`config.mk`:
```
export PLATFORM = sky130hd
export DESIGN_NAME = enable_map_loader
export DESIGN_NICKNAME = d
export VERILOG_FILES = /design/src/rtl/enable_map_loader.sv
export SDC_FILE = /design/constraint.sdc
export NUM_CORES = 1
export LEC_CHECK = 0
export CAP_MARGIN = 20
export CORE_MARGIN = 3
export CORE_UTILIZATION = 55
export CTS_CLUSTER_SIZE = 16
export DETAILED_ROUTE_END_ITERATION = 8
export GPL_TIMING_DRIVEN = 0
export PLACE_DENSITY_LB_ADDON = 0.2
export SYNTH_ARGS = -nofsm -noshare
export SYNTH_HDL_FRONTEND = slang
export SYNTH_SLANG_ARGS = --single-unit
```
`constraint.sdc`:
```
create_clock -name fpga_clk -period 4.2 [get_ports fpga_clk]
set_input_delay 0.84 -clock fpga_clk [delete_from_list [all_inputs] [get_ports fpga_clk]]
set_output_delay 0.84 -clock fpga_clk [all_outputs]
set_load 0.005 [all_outputs]
```
`src/rtl/enable_map_loader.sv`:
```
// Boot/reconfiguration sequencer: debounces the config switches, reads the selected
// 64-entry enable map from SPI flash and writes it into the enable table.
module enable_map_loader #(
  parameter int unsigned DEBOUNCE_CYCLES = 16,
  parameter logic [23:0] TABLE_BASE      = 24'h000000
) (
  input  logic       fpga_clk,
  input  logic       rst_n,
  input  logic [3:0] configuration,
  input  logic       spi_miso,
  output logic       spi_cs_n,
  output logic       spi_sck,
  output logic       spi_mosi,
  output logic       tbl_we,
  output logic [5:0] tbl_addr,
  output logic [1:0] tbl_data,
  output logic [3:0] config_byte,
  output logic       ready,
  output logic       cpu_reset_n
);

  localparam logic [15:0] CntMax  = 16'(DEBOUNCE_CYCLES - 1);
  localparam logic [7:0]  ReadCmd = 8'h03;

  typedef enum logic [2:0] {StDebounce, StCmd, StData, StDone, StWatch} state_e;

  state_e      state_q, state_d;
  logic [3:0]  cfg_meta_q, cfg_sync_q, cfg_prev_q;
  logic [15:0] cnt_q, cnt_d;
  logic [8:0]  bit_q, bit_d;
  logic [31:0] shift_q, shift_d;
  logic        rx_q, rx_d;
  logic        cs_n_q, cs_n_d, sck_q, sck_d, mosi_q, mosi_d, we_q, we_d;
  logic [5:0]  addr_q, addr_d;
  logic [1:0]  data_q, data_d;
  logic [3:0]  cfg_q, cfg_d;
  logic        ready_q, ready_d, cpu_rst_n_q, cpu_rst_n_d;
  logic        stable, cnt_done, start_load;
  logic [23:0] load_addr;

  always_comb begin
    stable      = (cfg_sync_q == cfg_prev_q);
    cnt_done    = stable && (cnt_q == CntMax);
    load_addr   = TABLE_BASE + {14'd0, cfg_sync_q, 6'd0};
    start_load  = 1'b0;
    state_d     = state_q;
    bit_d       = bit_q;
    shift_d     = shift_q;
    rx_d        = rx_q;
    cs_n_d      = cs_n_q;
    sck_d       = sck_q;
    mosi_d      = mosi_q;
    we_d        = 1'b0;
    addr_d      = addr_q;
    data_d      = data_q;
    cfg_d       = cfg_q;
    ready_d     = ready_q;
    cpu_rst_n_d = cpu_rst_n_q;

    // Stability is tracked in every state so a change made during a load is already
    // qualified by the time WATCH looks at it.
    if (!stable) begin
      cnt_d = '0;
    end else if (cnt_q != CntMax) begin
      cnt_d = cnt_q + 16'd1;
    end else begin
      cnt_d = cnt_q;
    end

    unique case (state_q)
      StDebounce: start_load = cnt_done;
      StCmd: begin
        if (!sck_q) begin
          sck_d = 1'b1;
        end else begin
          sck_d   = 1'b0;
          bit_d   = bit_q + 9'd1;
          shift_d = {shift_q[30:0], 1'b0};
          mosi_d  = shift_q[30];
          if (bit_q == 9'd31) begin
            state_d = StData;
            mosi_d  = 1'b0;
            bit_d   = '0;
          end
        end
      end
      StData: begin
        if (!sck_q) begin
          // miso is sampled on the edge that raises sck
          sck_d = 1'b1;
          rx_d  = spi_miso;
          if (bit_q[2:0] == 3'd7) begin
            we_d   = 1'b1;
            addr_d = bit_q[8:3];
            data_d = {rx_q, spi_miso};
          end
        end else begin
          sck_d = 1'b0;
          bit_d = bit_q + 9'd1;
          if (bit_q == 9'd511) begin
            cs_n_d  = 1'b1;
            state_d = StDone;
          end
        end
      end
      StDone: begin
        ready_d     = 1'b1;
        cpu_rst_n_d = 1'b1;
        state_d     = StWatch;
      end
      StWatch: start_load = cnt_done && (cfg_sync_q != cfg_q);
      default: state_d = StDebounce;
    endcase

    if (start_load) begin
      cfg_d       = cfg_sync_q;
      shift_d     = {ReadCmd, load_addr};
      mosi_d      = ReadCmd[7];
      cs_n_d      = 1'b0;
      sck_d       = 1'b0;
      bit_d       = '0;
      ready_d     = 1'b0;
      cpu_rst_n_d = 1'b0;
      state_d     = StCmd;
    end
  end

  always_ff @(posedge fpga_clk or negedge rst_n) begin
    if (!rst_n) begin
      state_q     <= StDebounce;
      cfg_meta_q  <= '0;
      cfg_sync_q  <= '0;
      cfg_prev_q  <= '0;
      cnt_q       <= '0;
      bit_q       <= '0;
      shift_q     <= '0;
      rx_q        <= 1'b0;
      cs_n_q      <= 1'b1;
      sck_q       <= 1'b0;
      mosi_q      <= 1'b0;
      we_q        <= 1'b0;
      addr_q      <= '0;
      data_q      <= '0;
      cfg_q       <= '0;
      ready_q     <= 1'b0;
      cpu_rst_n_q <= 1'b0;
    end else begin
      state_q     <= state_d;
      cfg_meta_q  <= configuration;
      cfg_sync_q  <= cfg_meta_q;
      cfg_prev_q  <= cfg_sync_q;
      cnt_q       <= cnt_d;
      bit_q       <= bit_d;
      shift_q     <= shift_d;
      rx_q        <= rx_d;
      cs_n_q      <= cs_n_d;
      sck_q       <= sck_d;
      mosi_q      <= mosi_d;
      we_q        <= we_d;
      addr_q      <= addr_d;
      data_q      <= data_d;
      cfg_q       <= cfg_d;
      ready_q     <= ready_d;
      cpu_rst_n_q <= cpu_rst_n_d;
    end
  end

  assign spi_cs_n    = cs_n_q;
  assign spi_sck     = sck_q;
  assign spi_mosi    = mosi_q;
  assign tbl_we      = we_q;
  assign tbl_addr    = addr_q;
  assign tbl_data    = data_q;
  assign config_byte = cfg_q;
  assign ready       = ready_q;
  assign cpu_reset_n = cpu_rst_n_q;

endmodule

```
==> reports/metrics.csv <==
stage;metric;value;unit
worst_setup_path;Worst Reg2Reg Path Length in Cells;6;
route;First-pass DRT Iterations;5;
route;Antenna Violating Nets Remaining;0;
worst_setup_path;cells along the critical path;nor4_1 -> nand4_2 -> a2111oi_1 -> buf_2 -> nand2_1 -> o211ai_1;
logic_synthesis;top-area cell type share of the netlist area;57.6;%
floorplanning;top-level port count;25;
clock_tree;Num CTS Buffers;9;
clock_tree;Post CTS Setup Buffer Count;0;
timing;Worst Max-Slew Pin Slew;0.546;ns
clock_tree;CTS max path bufs;2;
worst_setup_path;max incr delay on CP;0.58;ns
grt;Total GRT Usage;19.4;%
power;Overall Power;1.45;mW
worst_setup_path;CP Max Fanout;10;
final_layout;commonest non-fill, non-tap cell in the layout;dfrtp_1;
worst_setup_path;worst flop-to-flop path endpoint;shift_q[7];
final_layout;final core occ;67.8;%
floorplanning;Die Height;86.5;um
timing;fmax;420;MHz
worst_setup_path;Arr. time, crit path;2.65;ns
timing;setup TNS;0;ns
final_layout;net count reported at finish;390;
floorplanning;CORE AREA;0.00610;mm^2
route;DRC;0;
worst_setup_path;crit path launch;cnt_q[13];
power;power per standard cell area;351;mW/mm^2
floorplanning;die area;0.00748;mm^2
placed_design;port bufs;24;
worst_setup_path;crit path launch type;register;
power;Static Leakage;1.85;nW
timing;Worst Hold Slack;0.351;ns
final_layout;area grow syn2layout;15.9;%
grt;GRT busiest layer;met2;
grt;first-pass GRT wire length;11300;um
logic_synthesis;Synthesis Warnings;0;
clock_tree;CTS sink cnt;83;
final_layout;Seq. cell area;0.00208;mm^2
worst_setup_path;Worst path slowest cell;a2111oi_1;
worst_setup_path;Critical Path RT;4.47;ns
logic_synthesis;Distinct cells, synth;42;
run_status;run status;complete, no violations;
worst_setup_path;Crit Path Class;reg2reg;
logic_synthesis;synth top area cells;dfrtp_1 58%, nand2_1 6.8%, xor2_1 3.7%, nor2_1 3.4%, mux2_2 2.5%;
placed_design;GPL Wtd Cong;0.824;
logic_synthesis;Avg Cell Area, Syn;10.4;um^2
power;Max IR drop VDD;313;uV
route;vias per cell;5.41;
logic_synthesis;post-synth top area cell;dfrtp_1;
grt;vias in the first global route;2390;
hold_path;Hold/Removal Path Class;reg2reg;
worst_setup_path;CP Capture Type;register;
clock_tree;clock transition at the registers of the reported paths;0.08;ns
clock_tree;CTS Hold Bufs;0;
timing;fin crit share;56.7;%
worst_setup_path;reg2reg start;cnt_q[13];
grt;initial antenna violation count;0;
final_layout;fillcell total;481;
grt;routing usage on met1;26.9;%
clock_tree;clk_lat worst skew;0.35;ns
floorplanning;initial core utilization;58.4;%
floorplanning;Die X;86.5;um
run;Max Cap Viol;0;
grt;GRT overflow;0;
route;final WL;6520;um
timing;min Tclk post-route;2.38;ns
placed_design;dpl hpwl;4590;um
clock_tree;PostCTS Resize Cnt;0;
timing;worst rel slew slack;63.3;%
worst_setup_path;CP Capture Point;shift_q[7];
timing;Fin. Hold Viols;0;
timing;clock skew;0.00396;ns
final_layout;most frequent cells in the layout;82 x dfrtp_1, 65 x nand2_1, 32 x nor2_1;
grt;pin count of the biggest net entering global routing;55;
timing;Setup-failing EPs final;0;
grt;GRT met2 Usage;29.6;%
logic_synthesis;Post-Synthesis Cells;343;
route;Via Count;2482;
route;routed len/inst;14.2;um
logic_synthesis;synthesis-stage register bit count;83;
logic_synthesis;synthesized net count;354;
clock_tree;CTS H-Tree Depth;3;
timing;RSZ-0062 raised after global routing;false;
logic_synthesis;register area share after synthesis;58.3;%
worst_setup_path;worst reg-to-reg setup slack;1.82;ns
clock_tree;CTS Root Cell;clkbuf_8;
final_layout;ANT cells;0;
clock_tree;CTS tree;built;
logic_synthesis;Synth Cell Area;0.00356;mm^2
floorplanning;row count;28;
final_layout;layout cell share with drive strength beyond 1;12.0;%
timing;final number of max-transition violations;0;
grt;GR Util met3;4.75;%
final_layout;multi-input logic area;0.00137;mm^2
route;initial drt markers;120;
[worst max-delay path: cells and delay by family (launching register included)]
family,cells,cell delay [ns]
AND/OR/NAND/NOR,3,0.86
flip-flops,1,0.42
buffers and inverters,1,0.34
AO/OA/AOI/OAI,2,0.68
[logic make-up after synthesis]
| group | after synthesis | synth area share [%] |
|---|---|---|
| AND/OR/NAND/NOR | 144 | 18.2 |
| flip-flops | 83 | 58.3 |
| adder cells (fa/ha/maj) | 4 | 1.41 |
| buffers and inverters | 23 | 3.16 |
| AO/OA/AOI/OAI | 56 | 10.2 |
| XOR/XNOR | 24 | 5.90 |
| multiplexers | 9 | 2.81 |
[worst min path at each step]
stage | startpoint | end | cells after the start
after floorplan | cfg_meta_q[0] | cfg_sync_q[0] | 0
after global placement | cfg_meta_q[3] | cfg_sync_q[3] | 0
after detailed placement | cfg_meta_q[3] | cfg_sync_q[3] | 0
after CTS | cfg_meta_q[3] | cfg_sync_q[3] | 0
after global routing | cfg_meta_q[1] | cfg_sync_q[1] | 0
final | cfg_meta_q[3] | cfg_sync_q[3] | 0
[registers in the layout, summed over array words and instances, names as in the netlist]
signal	flops
tbl_data	2
rx_q	1
cfg_sync_q	4
shift_q	25
cnt_q	16
spi_cs_n	1
bit_q	9
state_q	3
spi_sck	1
tbl_we	1
tbl_addr	6
config_byte	4
spi_mosi	1
cfg_meta_q	4
cfg_prev_q	4
cpu_reset_n	1
[stage by stage]
step           setup WS [ns]  area (um^2)  cells
2_1_floorplan           2.20         3560    343
3_3_place_gp          -0.575         3900    442
3_5_place_dp            1.82         3920    443
4_1_cts                 1.82         4130    459
5_1_grt                 1.64         4130    459
6_report                1.82         4130    459
[synthesized netlist by cell type]
library cell / instances
dfstp_2: 1
a21o_1: 1
o22a_1: 1
xnor2_1: 9
mux2i_1: 1
o21ai_0: 10
o31ai_1: 2
a21oi_4: 1
nand4_1: 3
nor4_1: 2
dfrtp_1: 82
nand3_1: 11
o21ai_1: 12
nand2b_1: 3
xor2_1: 15
and2_1: 1
nor3_1: 9
a22oi_1: 3
clkbuf_1: 8
nor4_2: 1
buf_2: 3
nor2b_1: 2
buf_4: 2
o21ai_2: 9
nor2_1: 32
nand4_2: 1
or2_2: 2
ha_1: 4
inv_1: 8
nand2_1: 65
a31oi_1: 1
a211oi_1: 1
a21oi_1: 10
and3_1: 4
a2111oi_1: 1
o22ai_1: 1
nor3b_1: 1
or3_1: 5
buf_6: 2
mux2_2: 8
o211ai_1: 3
or4_1: 2
[metal layers]
metal  vias to the layer above  wire length (um)
met4                         0                59
met5                         -                 0
li1                       1229                 -
met3                         4               257
met1                      1205              3090
met2                        44              3120
[where the power goes]
part | switching [mW] | total, mW | internal, mW
Sequential | 0.00495 | 0.810 | 0.805
Clock | 0.273 | 0.606 | 0.333
Combinational | 0.0211 | 0.0342 | 0.0131
Total | 0.299 | 1.45 | 1.15
[layout make-up]
cell class | instances | share of cell area, %
Clock buffer | 11 | 3.18
Sequential cell | 83 | 50.3
Tap cell | 75 | 2.27
Timing Repair Buffer | 25 | 6.42
Buffer | 15 | 2.00
Clock inverter | 5 | 1.88
Inverter | 8 | 0.727
Multi-Input combinational cell | 237 | 33.2
No activity file was read; power rests on OpenSTA's default activity.
